--- src/rtl/uart_tx_frame_ctrl.sv ---
// UART transmit frame controller: sequences start, data (LSB first), optional parity and stop
// fields. Define UART_TX_BACK2BACK_EN to accept a new payload in the STOP cycle (no IDLE gap).
module uart_tx_frame_ctrl #(
  parameter int unsigned DATA_WIDTH = 8
) (
  input  logic                  CLK,
  input  logic                  RST,
  input  logic [DATA_WIDTH-1:0] P_DATA,
  input  logic                  DATA_VALID,
  input  logic                  PAR_EN,
  input  logic                  PAR_TYP,
  output logic [1:0]            mux_sel,
  output logic                  ser_data,
  output logic                  par_bit,
  output logic                  busy
);

  localparam int unsigned CntW = $clog2(DATA_WIDTH);
  localparam logic [CntW-1:0] LastIdx = CntW'(DATA_WIDTH - 1);

  localparam logic [1:0] MuxStart  = 2'b00;
  localparam logic [1:0] MuxStop   = 2'b01;
  localparam logic [1:0] MuxData   = 2'b10;
  localparam logic [1:0] MuxParity = 2'b11;

  typedef enum logic [2:0] {
    StIdle,
    StStart,
    StData,
    StParity,
    StStop
  } state_e;

  state_e                state_q;
  logic [CntW-1:0]       bit_cnt_q;
  logic [CntW-1:0]       next_idx;
  logic [DATA_WIDTH-1:0] data_q;
  logic                  par_en_q;
  logic                  accept;

`ifdef UART_TX_BACK2BACK_EN
  assign accept = DATA_VALID && ((state_q == StIdle) || (state_q == StStop));
`else
  assign accept = DATA_VALID && (state_q == StIdle);
`endif

  assign next_idx = bit_cnt_q + CntW'(1);

  // State and all outputs live in one register block so outputs come straight from flops.
  always_ff @(posedge CLK) begin
    if (!RST) begin
      state_q   <= StIdle;
      bit_cnt_q <= '0;
      data_q    <= '0;
      par_en_q  <= 1'b0;
      par_bit   <= 1'b0;
      ser_data  <= 1'b0;
      busy      <= 1'b0;
      mux_sel   <= MuxStop;
    end else begin
      if (accept) begin
        data_q   <= P_DATA;
        par_en_q <= PAR_EN;
        par_bit  <= (^P_DATA) ^ PAR_TYP;
      end

      unique case (state_q)
        StIdle: begin
          if (accept) begin
            state_q <= StStart;
            mux_sel <= MuxStart;
            busy    <= 1'b1;
          end
        end

        StStart: begin
          state_q  <= StData;
          mux_sel  <= MuxData;
          ser_data <= data_q[0];
        end

        StData: begin
          if (bit_cnt_q == LastIdx) begin
            bit_cnt_q <= '0;
            ser_data  <= 1'b0;
            if (par_en_q) begin
              state_q <= StParity;
              mux_sel <= MuxParity;
            end else begin
              state_q <= StStop;
              mux_sel <= MuxStop;
            end
          end else begin
            bit_cnt_q <= next_idx;
            ser_data  <= data_q[next_idx];
          end
        end

        StParity: begin
          state_q <= StStop;
          mux_sel <= MuxStop;
        end

        StStop: begin
          // accept can only be true here in the back-to-back build.
          if (accept) begin
            state_q <= StStart;
            mux_sel <= MuxStart;
            busy    <= 1'b1;
          end else begin
            state_q <= StIdle;
            mux_sel <= MuxStop;
            busy    <= 1'b0;
          end
        end

        default: begin
          state_q   <= StIdle;
          bit_cnt_q <= '0;
          mux_sel   <= MuxStop;
          busy      <= 1'b0;
        end
      endcase
    end
  end

endmodule

--- config.mk ---
export PLATFORM = sky130hd
export DESIGN_NAME = uart_tx_frame_ctrl
export DESIGN_NICKNAME = d
export VERILOG_FILES = /design/src/rtl/uart_tx_frame_ctrl.sv
export SDC_FILE = /design/constraint.sdc
export NUM_CORES = 1
export LEC_CHECK = 0
export CAP_MARGIN = 20
export CORE_ASPECT_RATIO = 1.5
export CORE_MARGIN = 3
export CORE_UTILIZATION = 35
export DETAILED_ROUTE_END_ITERATION = 10
export PLACE_DENSITY = 0.67
export SLEW_MARGIN = 20
export SYNTH_ARGS = -nofsm -noshare
export SYNTH_HDL_FRONTEND = slang
export SYNTH_SLANG_ARGS = --single-unit
export TNS_END_PERCENT = 10
--- constraint.sdc ---
create_clock -name CLK -period 2.1 [get_ports CLK]
set_clock_uncertainty 0.1 [all_clocks]
set_input_delay 0.42 -clock CLK [delete_from_list [all_inputs] [get_ports CLK]]
set_output_delay 0.42 -clock CLK [all_outputs]
set_load 0.02 [all_outputs]
# Word level (Yosys, flattened, before mapping)
# Index checks and enable logic that the tools add are counted.
# W data, S select, Z words.
totals:
  ff_bits: 20
  latchBits: 0
  mem_bits_rw: 0
  mem_bits_ro: 0
  inputBits: 13
  out_inout_bits: 5
  mem_count: 0
op_classes:
  add_sub_neg: 1
  multipliers: 0
  n_div: 0
  magnitude_cmp: 1
  eq_ne: 7
  n_shift: 0
  n_mux: 19
  bitwise_logic: 2
  reduce_logical: 8
op_table:
  columns: ["cell", "n"]
  rows:
  - ["$pmux W3 S5", 1]
  - ["$mux W3", 4]
  - ["$pmux W2 S4", 1]
  - ["$reduce_xor A8 Y1", 1]
  - ["$eq A3 B2 Y1 const B", 2]
  - ["$eq A3 B3 Y1 const B", 2]
  - ["$mux W1", 6]
  - ["$mux W2", 3]
  - ["$pmux W3 S2", 1]
  - ["$lt A3 B4 Y1 const B", 1]
  - ["$ne A2 B2 Y1 const B", 2]
  - ["$reduce_and A2 Y1", 2]
  - ["$reduce_or A4 Y1", 1]
  - ["$add A3 B1 Y3 const B", 1]
  - ["$bmux W1 S3", 1]
  - ["$eq A3 B1 Y1 const B", 1]
  - ["$logic_not A3 Y1", 1]
  - ["$pmux W1 S3", 1]
  - ["$reduce_or A3 Y1", 1]
  - ["$pmux W1 S2", 1]
  - ["$reduce_bool A2 Y1", 1]
  - ["$logic_and A1 B1 Y1", 1]
  - ["$not A1 Y1", 1]
  - ["$xor A1 B1 Y1", 1]

# Longest topological paths before layout
# Gate-level depths: netlist of run 1.
depth:
  depth_word: 5
  depth_mapped: 6
  depth_no_buf: 6

# Worst setup path after synthesis of run 1
# Ideal clock, no wire load.
synth_timing:
  path_kind: "register -> register"
  start: "register bit_cnt_q[0]"
  end: "register ser_data"
  t_arrival_ns: 1.453
  t_required_ns: 1.874
  path_slack_ns: 0.422
  path_stages_with_launch: 5
  n_path_buf: 0
  period_less_slack_ns: 1.678
  path_cell_list: "dfxtp_1 -> ha_1 -> mux4_2 -> o211ai_1 -> a31oi_1"
synth_between:
  elab_chain_cells: 5
synth_lines:
  columns: ["element", "line_no", "rtl"]
  rows:
  - ["from (decl)", "35", "logic [CntW-1:0] bit_cnt_q;"]
  - ["from (signal assigned)", "94", "bit_cnt_q <= next_idx;"]
  - ["$add A3 B1 Y3", "47", "assign next_idx = bit_cnt_q + CntW'(1);"]
  - ["$bmux W1 S3", "95", "ser_data <= data_q[next_idx];"]
  - ["$mux W1 (implied by the code)", "95", null]
  - ["$mux W1 (*)", "83", "if (bit_cnt_q == LastIdx) begin"]
  - ["$pmux W1 S2 (*)", "67", "unique case (state_q)"]
  - ["to (signal assigned)", "79", "ser_data <= data_q[0];"]
  - ["to (signal assigned)", "95", null]
  - ["to (decl)", "13", "output logic ser_data,"]
# Every way passes the cells marked *; elsewhere a longest branch is shown, timed or not. The select of a mux whose other input is x is not followed.
# A chain may end at the register's enable or synchronous reset.

# Worst setup path in the final report of run 1
# Same ends and word-level chain as after synthesis.

==> results of run 1 <==
==> cells in the final DEF (no fill, tap or decap), drive strengths merged, types with 2 or more instances in the layout <==
cell           count
nor4b              2
clkbuf             3
and2               3
o21ai              3
a21oi              6
o21a               2
xnor2              3
a31oi              2
inv                4
ha                 2
nand2             21
clkdlybuf4s50     17
nand3b             3
nor2b              2
xor2               2
nor2               3
nand3              3
a21boi             9
mux2i              3
buf                3
dfxtp             20
o2111a             2
==> power by group <==
group,total [mW],internal [mW],switching (mW)
Sequential,0.495,0.433,0.0618
Clock,0.242,0.127,0.115
Combinational,0.333,0.172,0.161
Total,1.07,0.733,0.337
==> through the flow <==
| step | instance area [µm²] | hold WS [ns] | utilization, % |
|---|---|---|---|
| 6_report | 1290 | 0.365 | 47.2 |
| 5_1_grt | 1290 | 0.398 | 47.2 |
| 4_1_cts | 1290 | 0.369 | 47.2 |
| 3_5_place_dp | 1250 | 0.359 | 45.7 |
| 3_3_place_gp | 1250 | 0.351 | 45.7 |
| 2_1_floorplan | 1030 | 0.334 | - |
==> cells by family after synthesis <==
family / count (synthesis) / synth area share (%)
xor gates and xnor gates: 6 / 6.42
AOI/OAI and AO/OA: 30 / 20.6
muxes: 4 / 5.08
adders and majority gates: 2 / 2.42
and+or+nand+nor: 42 / 23.0
DFF: 20 / 38.7
buffers and inverters: 9 / 3.75
==> registers in the layout, indices dropped and copies added (netlist names) <==
| signal | count |
|---|---|
| par_en_q | 1 |
| data_q | 8 |
| bit_cnt_q | 3 |
| par_bit | 1 |
| mux_sel | 2 |
| state_q | 3 |
| ser_data | 1 |
| busy | 1 |
==> metal layers <==
layer | wire, µm | vias up | GRT usage (%)
met5 | 0 | - | 0
met4 | 42 | 0 | 5.39
met3 | 81 | 6 | 2.87
met2 | 1190 | 16 | 23.4
met1 | 919 | 416 | 15.5
li1 | - | 443 | -
==> path summary, 6_finish.rpt <==
kind,slack (ns),cells after the start,end
setup / recovery,0.28,4,ser_data
hold reg to reg,0.37,2,data_q[1]
hold / removal,0.37,2,data_q[1]
setup reg to reg,0.28,4,ser_data
==> cell type report <==
cell class	count	area, µm²
Clock buffer	3	41.3
Fill cell	265	1440
Inverter	4	15.0
Multi-Input combinational cell	84	594
Sequential cell	20	400
Tap cell	37	46.3
Timing Repair Buffer	20	193
==> worst min-delay path: stages (launching register included) <==
cell and delay (ns):
dfxtp_1 0.31, nand2_1 0.05, a21boi_0 0.06
==> reports/results.env, run 1 <==
NUMBER_OF_BUFFER_AND_INVERTER_STAGES_ON_THE_CRITICAL_PATH=0
YS.FLOP_TYPE='dfxtp_1'
TIMING.SETUP.CRITICAL_PATH_CLASS='flip-flop to flip-flop'
SYNTH-EDFF-COUNT=0
DETAIL_ROUTE.DRC_VIOLATIONS=0
POSTCTSRESIZEDCELLS=0
SETUP.WORST_PATH.START_CLASS='flip-flop'
FLOORPLAN.ROWS=23
FINAL_PERIOD_MINUS_WORST_SETUP_SLACK_NS=1.82
P_PER_AREA_nW_PER_UM2=829
DP_HPWL_MM=1.74
CRIT_CHAIN='ha_1 > mux4_2 > o211ai_1 > a31oi_1'
CP_DATA_REQUIRED_TIME_NS=2.12
FIRST_GLOBAL_VIAS=828
UNREPAIRED_SETUP_ENDPOINTS_AFTER_GLOBAL_ROUTING='false'
CRITICAL_PATH_ARRIVAL_NS=1.84
P_TOTAL_mW=1.07
CLKSLEWWORSTSETUPHOLDPATHS_NS=0.07
SYNTH-ASYNC-RESET-RATIO_PCT=0
FMAXACHIEVABLE_MHz=550
SYNTH-SEQ-AREA-SHARE_PCT=38.7
SYN-CELL-AREA_UM2=1030
WL_PER_CELL_UM=13.3
SLEW_VIOLATIONS=0
DRV.MAX_CAP_VIOLATION_COUNT=0
STATIC-LEAKAGE-POWER_nW=0.487
CRITICAL-PATH-MAX-STAGE-DELAY_NS=0.52
GROUTE.USAGE.OVERALL_PCT=13.3
INITIAL_CORE_UTILIZATION_PCT=37.8
DPL.CELL_COUNT=165
TIMING.SETUP.TNS_NS=0
SYN-INSTANCE-COUNT=113
WORST_R2R_STARTPOINT='bit_cnt_q[0]'
TOP_POST_SYNTHESIS_CELLS_BY_COUNT='21 x nand2_1, 20 x dfxtp_1, 8 x a21boi_0'
TIMING.HOLD.WORST.START='data_q[1]'
GR-TOTAL-OVERFLOW=0
CLOCK-ROOT-BUFFER='clkbuf_8'
LAYOUT.NETS=148
ROUTED_WIRELENGTH_MM=2.24
YOSYSWARNINGCOUNT=0
AREA_DELTA_SYNTH_FINAL_PCT=24.8
NETLIST.AREA_LEADER.SHARE_PCT=38.7
WORST_PIN_SLEW_NS=0.488
REPORT.FINAL.HOLD_VIOL_COUNT=0
YS_TYPES=38
IO_PINS=18
ANT_NETS=0
TIMING.CRITICAL_PATH.FANOUT_MAX=7
STATUS='complete, no violations'
IR_WORST_VDD_uV=388
TIMING.SLEW.HEADROOM_PCT=67.5
CTS_NUM_SINKS=20
DRT_FIRST_ITER_VIOLATIONS=13
CTS_POST_SETUP_BUFFERS_INSERTED=0
LAYOUTNONFILLERINSTCOUNT=168
CRITICAL_PATH.SLOWEST_CELL='mux4_2'
CORE_AREA_UM2=2730
GPL.FINAL_WEIGHTED_CONGESTION=0.795
LAUNCHING_ELEMENT_OF_THE_WORST_SETUP_PATH='bit_cnt_q[0]'
PATH_DELAY_FAMILY='multiplexers'
SYNTHMOSTINSTANTIATEDCELL='nand2_1'
FP.DIEAREA_UM2=3650
AVGVIACOUNTPERCELL=5.24
CTS_TREE='done'
CLOCK_LATENCY_NS=0.25
LARGEST_NET_DEGREE_AT_THE_START_OF_GLOBAL_ROUTING=15
DRT_PRE_ANTENNA_ITERS=4
FP.DIEH_UM=72.6
REPORT.FINAL.SETUP_VIOL=0
SYNTHESIS.NETS=128
SYNTH.TOP_CELLS.BY_AREA='dfxtp_1 39%, nand2_1 7.6%, a21boi_0 5.8%, a21oi_1 2.9%, mux2i_1 2.9%'
WORST_SLACK_NS=0.282
CTS.PATH.MAX_BUFFERS=2
N_ANTENNA_CELL=0
HOLD_PATH_CLASS='flip-flop to flip-flop'
SYN_AREA_PER_CELL_UM2=9.15
YOSYS_REGISTER_BITS=20
FINAL.PERIOD_UTILIZATION_PCT=86.6
DIE_W_UM=50.4
PLACE_WORST_SETUP_SLACK_NS=0.102
CTS_BUFFERS=3
CTS-HOLD-FIX-BUFFERS=0
H-TREE-DEPTH=1
SYNTH_AREA_LEADER='dfxtp_1'
PROPORTION_OF_LAYOUT_CELLS_WITH_A_DRIVE_SUFFIX_ABOVE_1_PCT=9.16
GRT_PASS1_WL_MM=3.80
CP-END-KIND='flip-flop'
VIAS=881
IO_BUFFERS=17
GRT_ANTENNA_BEFORE_REPAIR=0
Power figures use the tool's default switching activity.
==> run 2: changes to the inputs <==
- ABC_AREA: not set -> 1
- DONT_BUFFER_PORTS: not set -> 1
- PLACE_DENSITY: 0.67 -> 0.59
- SKIP_CTS_REPAIR_TIMING: not set -> 1
==> run 2 against run 1 <==
Flip-flop and latch count did not move. Clock power rose by 19%. Largest power group unchanged. Clock-buffer cell count increased by 1.
==> reports/results.env, run 2 <==
ROUTED_WIRELENGTH_MM=1.98  # was 2.24 mm
SYN-CELL-AREA_UM2=1010  # was 1030 µm²
CLOCK-ROOT-BUFFER='clkbuf_8'  # unchanged
FINAL.HOLD.WORST_SLACK_NS=0.161  # was 0.365 ns
AREA_DELTA_SYNTH_FINAL_PCT=8.53  # was 24.8%
CLOCK_LATENCY_NS=0.26  # was 0.25 ns
CTS.PATH.MAX_BUFFERS=2  # unchanged
YS_TYPES=21  # was 38
CTS_TREE='done'  # unchanged
SYNTH.TOP_CELLS.BY_AREA='dfxtp_1 40%, nand2_1 14%, a21oi_1 11%, inv_1 7.8%, o21ai_0 4.4%'  # was dfxtp_1 39%, nand2_1 7.6%, a21boi_0 5.8%, a21oi_1 2.9%, mux2i_1 2.9%
WORST_PIN_SLEW_NS=0.317  # was 0.488 ns
GPL.FINAL_WEIGHTED_CONGESTION=0.791  # was 0.795
SYNTH-ASYNC-RESET-RATIO_PCT=0  # unchanged
REPORT.FINAL.SETUP_VIOL=0  # unchanged
SYN-INSTANCE-COUNT=144  # was 113
FP.DIEH_UM=71.9  # was 72.6 µm
SYN_AREA_PER_CELL_UM2=7.03  # was 9.15 µm²
YS.FLOP_TYPE='dfxtp_1'  # unchanged
IO_BUFFERS=0  # was 17
STATIC-LEAKAGE-POWER_nW=0.503  # was 0.487 nW
SYNTHMOSTINSTANTIATEDCELL='nand2_1'  # unchanged
DRT_PRE_ANTENNA_ITERS=4  # unchanged
MAX_REG_FLOPS=8  # unchanged
SLEW_VIOLATIONS=0  # unchanged
GROUTE.USAGE.OVERALL_PCT=12.3  # was 13.3%
FINAL_CORE_UTIL_PCT=40.6  # was 47.2%
TIMING.SLEW.HEADROOM_PCT=78.6  # was 67.5%
FP.DIEAREA_UM2=3590  # was 3650 µm²
FINAL_CELL_MIX='39 x nand2_1, 23 x a21oi_1, 21 x inv_1'  # was 21 x nand2_1, 20 x dfxtp_1, 17 x clkdlybuf4s50_1
SYNTH-EDFF-COUNT=0  # unchanged
UNREPAIRED_SETUP_ENDPOINTS_AFTER_GLOBAL_ROUTING='false'  # unchanged
DRT_FIRST_ITER_VIOLATIONS=11  # was 13
FIRST_GLOBAL_VIAS=839  # was 828
N_FILL_CELL=314  # was 265
YOSYS_REGISTER_BITS=20  # unchanged
FLOORPLAN.ROWS=23  # unchanged
FINAL_PERIOD_MINUS_WORST_SETUP_SLACK_NS=1.40  # was 1.82 ns
LAYOUT.NETS=162  # was 148
TIMING.CRITICAL_PATH.FANOUT_MAX=6  # was 7
SETUP.WORST_PATH.START_CLASS='flip-flop'  # unchanged
WL_PER_CELL_UM=10.8  # was 13.3 µm
CORE_AREA_UM2=2710  # was 2730 µm²
SYNTH_AREA_LEADER='dfxtp_1'  # unchanged
CP_DATA_REQUIRED_TIME_NS=2.19  # was 2.12 ns
IR_WORST_VDD_uV=381  # was 388 µV
DP_HPWL_MM=1.56  # was 1.74 mm
LARGEST_NET_DEGREE_AT_THE_START_OF_GLOBAL_ROUTING=14  # was 15
CLKSLEWWORSTSETUPHOLDPATHS_NS=0.07  # about the same
TIMING.SETUP.TNS_NS=0  # unchanged
AVGVIACOUNTPERCELL=4.75  # was 5.24
FINAL.PERIOD_UTILIZATION_PCT=66.6  # was 86.6%
SYNTHESIS.NETS=159  # was 128
TOP_REGISTER='data_q'  # unchanged
DIE_W_UM=49.9  # was 50.4 µm
NETLIST.AREA_LEADER.SHARE_PCT=39.6  # was 38.7%
H-TREE-DEPTH=1  # unchanged
YOSYSWARNINGCOUNT=0  # unchanged
ANT_NETS=0  # unchanged
FMAXACHIEVABLE_MHz=715  # was 550 MHz
REPORT.FINAL.HOLD_VIOL_COUNT=0  # unchanged
P_TOTAL_mW=1.38  # was 1.07 mW
WORST_SLACK_NS=0.702  # was 0.282 ns
DETAIL_ROUTE.DRC_VIOLATIONS=0  # unchanged
GR-TOTAL-OVERFLOW=0  # unchanged
VIAS=870  # was 881
CRITICAL_PATH_ARRIVAL_NS=1.49  # was 1.84 ns
HOLD_PATH_CLASS='input pin to flip-flop'  # was flip-flop to flip-flop
TOP_REGISTERS='data_q x8, bit_cnt_q x3, state_q x3'  # unchanged
P_PER_AREA_nW_PER_UM2=1250  # was 829 nW/µm²
TIMING.SETUP.CRITICAL_PATH_CLASS='flip-flop to flip-flop'  # unchanged
PLACE_WORST_SETUP_SLACK_NS=0.707  # was 0.102 ns
TOP_POST_SYNTHESIS_CELLS_BY_COUNT='39 x nand2_1, 23 x a21oi_1, 21 x inv_1'  # was 21 x nand2_1, 20 x dfxtp_1, 8 x a21boi_0
CP-END-KIND='flip-flop'  # unchanged
DRV.MAX_CAP_VIOLATION_COUNT=0  # unchanged
LAYOUT.CELLS.MOST_COMMON='nand2_1'  # unchanged
N_ANTENNA_CELL=0  # unchanged
PROPORTION_OF_LAYOUT_CELLS_WITH_A_DRIVE_SUFFIX_ABOVE_1_PCT=8.90  # was 9.16%
CTS_BUFFERS=3  # unchanged
INITIAL_CORE_UTILIZATION_PCT=37.4  # was 37.8%
CTS_NUM_SINKS=20  # unchanged
GRT_ANTENNA_BEFORE_REPAIR=0  # unchanged
GRT_PASS1_WL_MM=3.34  # was 3.80 mm
SYNTH-SEQ-AREA-SHARE_PCT=39.6  # was 38.7%
STATUS='complete, no violations'  # unchanged
IO_PINS=18  # unchanged
[run 2: cell types whose count changed after synthesis, sizes merged, moves of 9 or more]
cell	delta
o21ai	+13
a21oi	+17
inv	+18
a21boi	-9
nand2	+22
[run 2: critical path, cell delays in order (launching register included)]
cell      delay (ns)
dfxtp_1         0.36
ha_1            0.35
inv_1           0.07
a21oi_1         0.09
o21ai_0         0.10
nand3b_1        0.09
nand3_1         0.06
a21oi_1         0.11
[run 2: area by class of cell]
type	instances	area (µm²)	share of cell area, %
inverters	23	87.6	7.97
flip-flops and latches	20	400	36.4
multi-input cells	99	509	46.4
well taps	37	46.3	4.21
clock buffers	4	55.1	5.01
[run 2: path summary, 6_finish.rpt]
check	end	slack [ns]	from	cells past startpoint
worst min register to register	data_q[3]	0.37	data_q[3]	2
worst max register to register	ser_data	0.70	bit_cnt_q[0]	7
worst min-delay path	mux_sel[0]	0.16	RST	1
worst max-delay path	ser_data	0.70	bit_cnt_q[0]	7
[run 2: cell families (layout without fill, tap and decap cells)]
group / after synthesis / in the layout / share of synthesized area [%]
xor gates and xnor gates: 1 / 1 / 0.865
AOI/OAI and AO/OA: 40 / 40 / 20.0
DFF: 20 / 20 / 39.6
adders and majority gates: 2 / 2 / 2.47
and+or+nand+nor: 56 / 56 / 26.9
buffers and inverters: 25 / 27 / 10.1
[run 2: per-layer routing]
metal	vias to the layer above	global-route usage (%)	wire (µm)
li1	469	-	-
met2	21	21.1	1000
met4	0	6.46	40
met3	5	3.53	117
met5	-	0	0
met1	375	13.5	819
[run 2: metrics by stage]
step / cell area [µm²] / instances
2_1_floorplan: 1010 / 144
5_1_grt: 1100 / 183
3_5_place_dp: 1040 / 179
3_3_place_gp: 1040 / 179
4_1_cts: 1100 / 183
6_report: 1100 / 183
[run 2: power breakdown]
group          internal (mW)  switching, mW  leakage [nW]  total [mW]
Clock                  0.167          0.120        0.0288       0.287
Sequential             0.492          0.129         0.165       0.621
Combinational          0.171          0.297         0.310       0.468
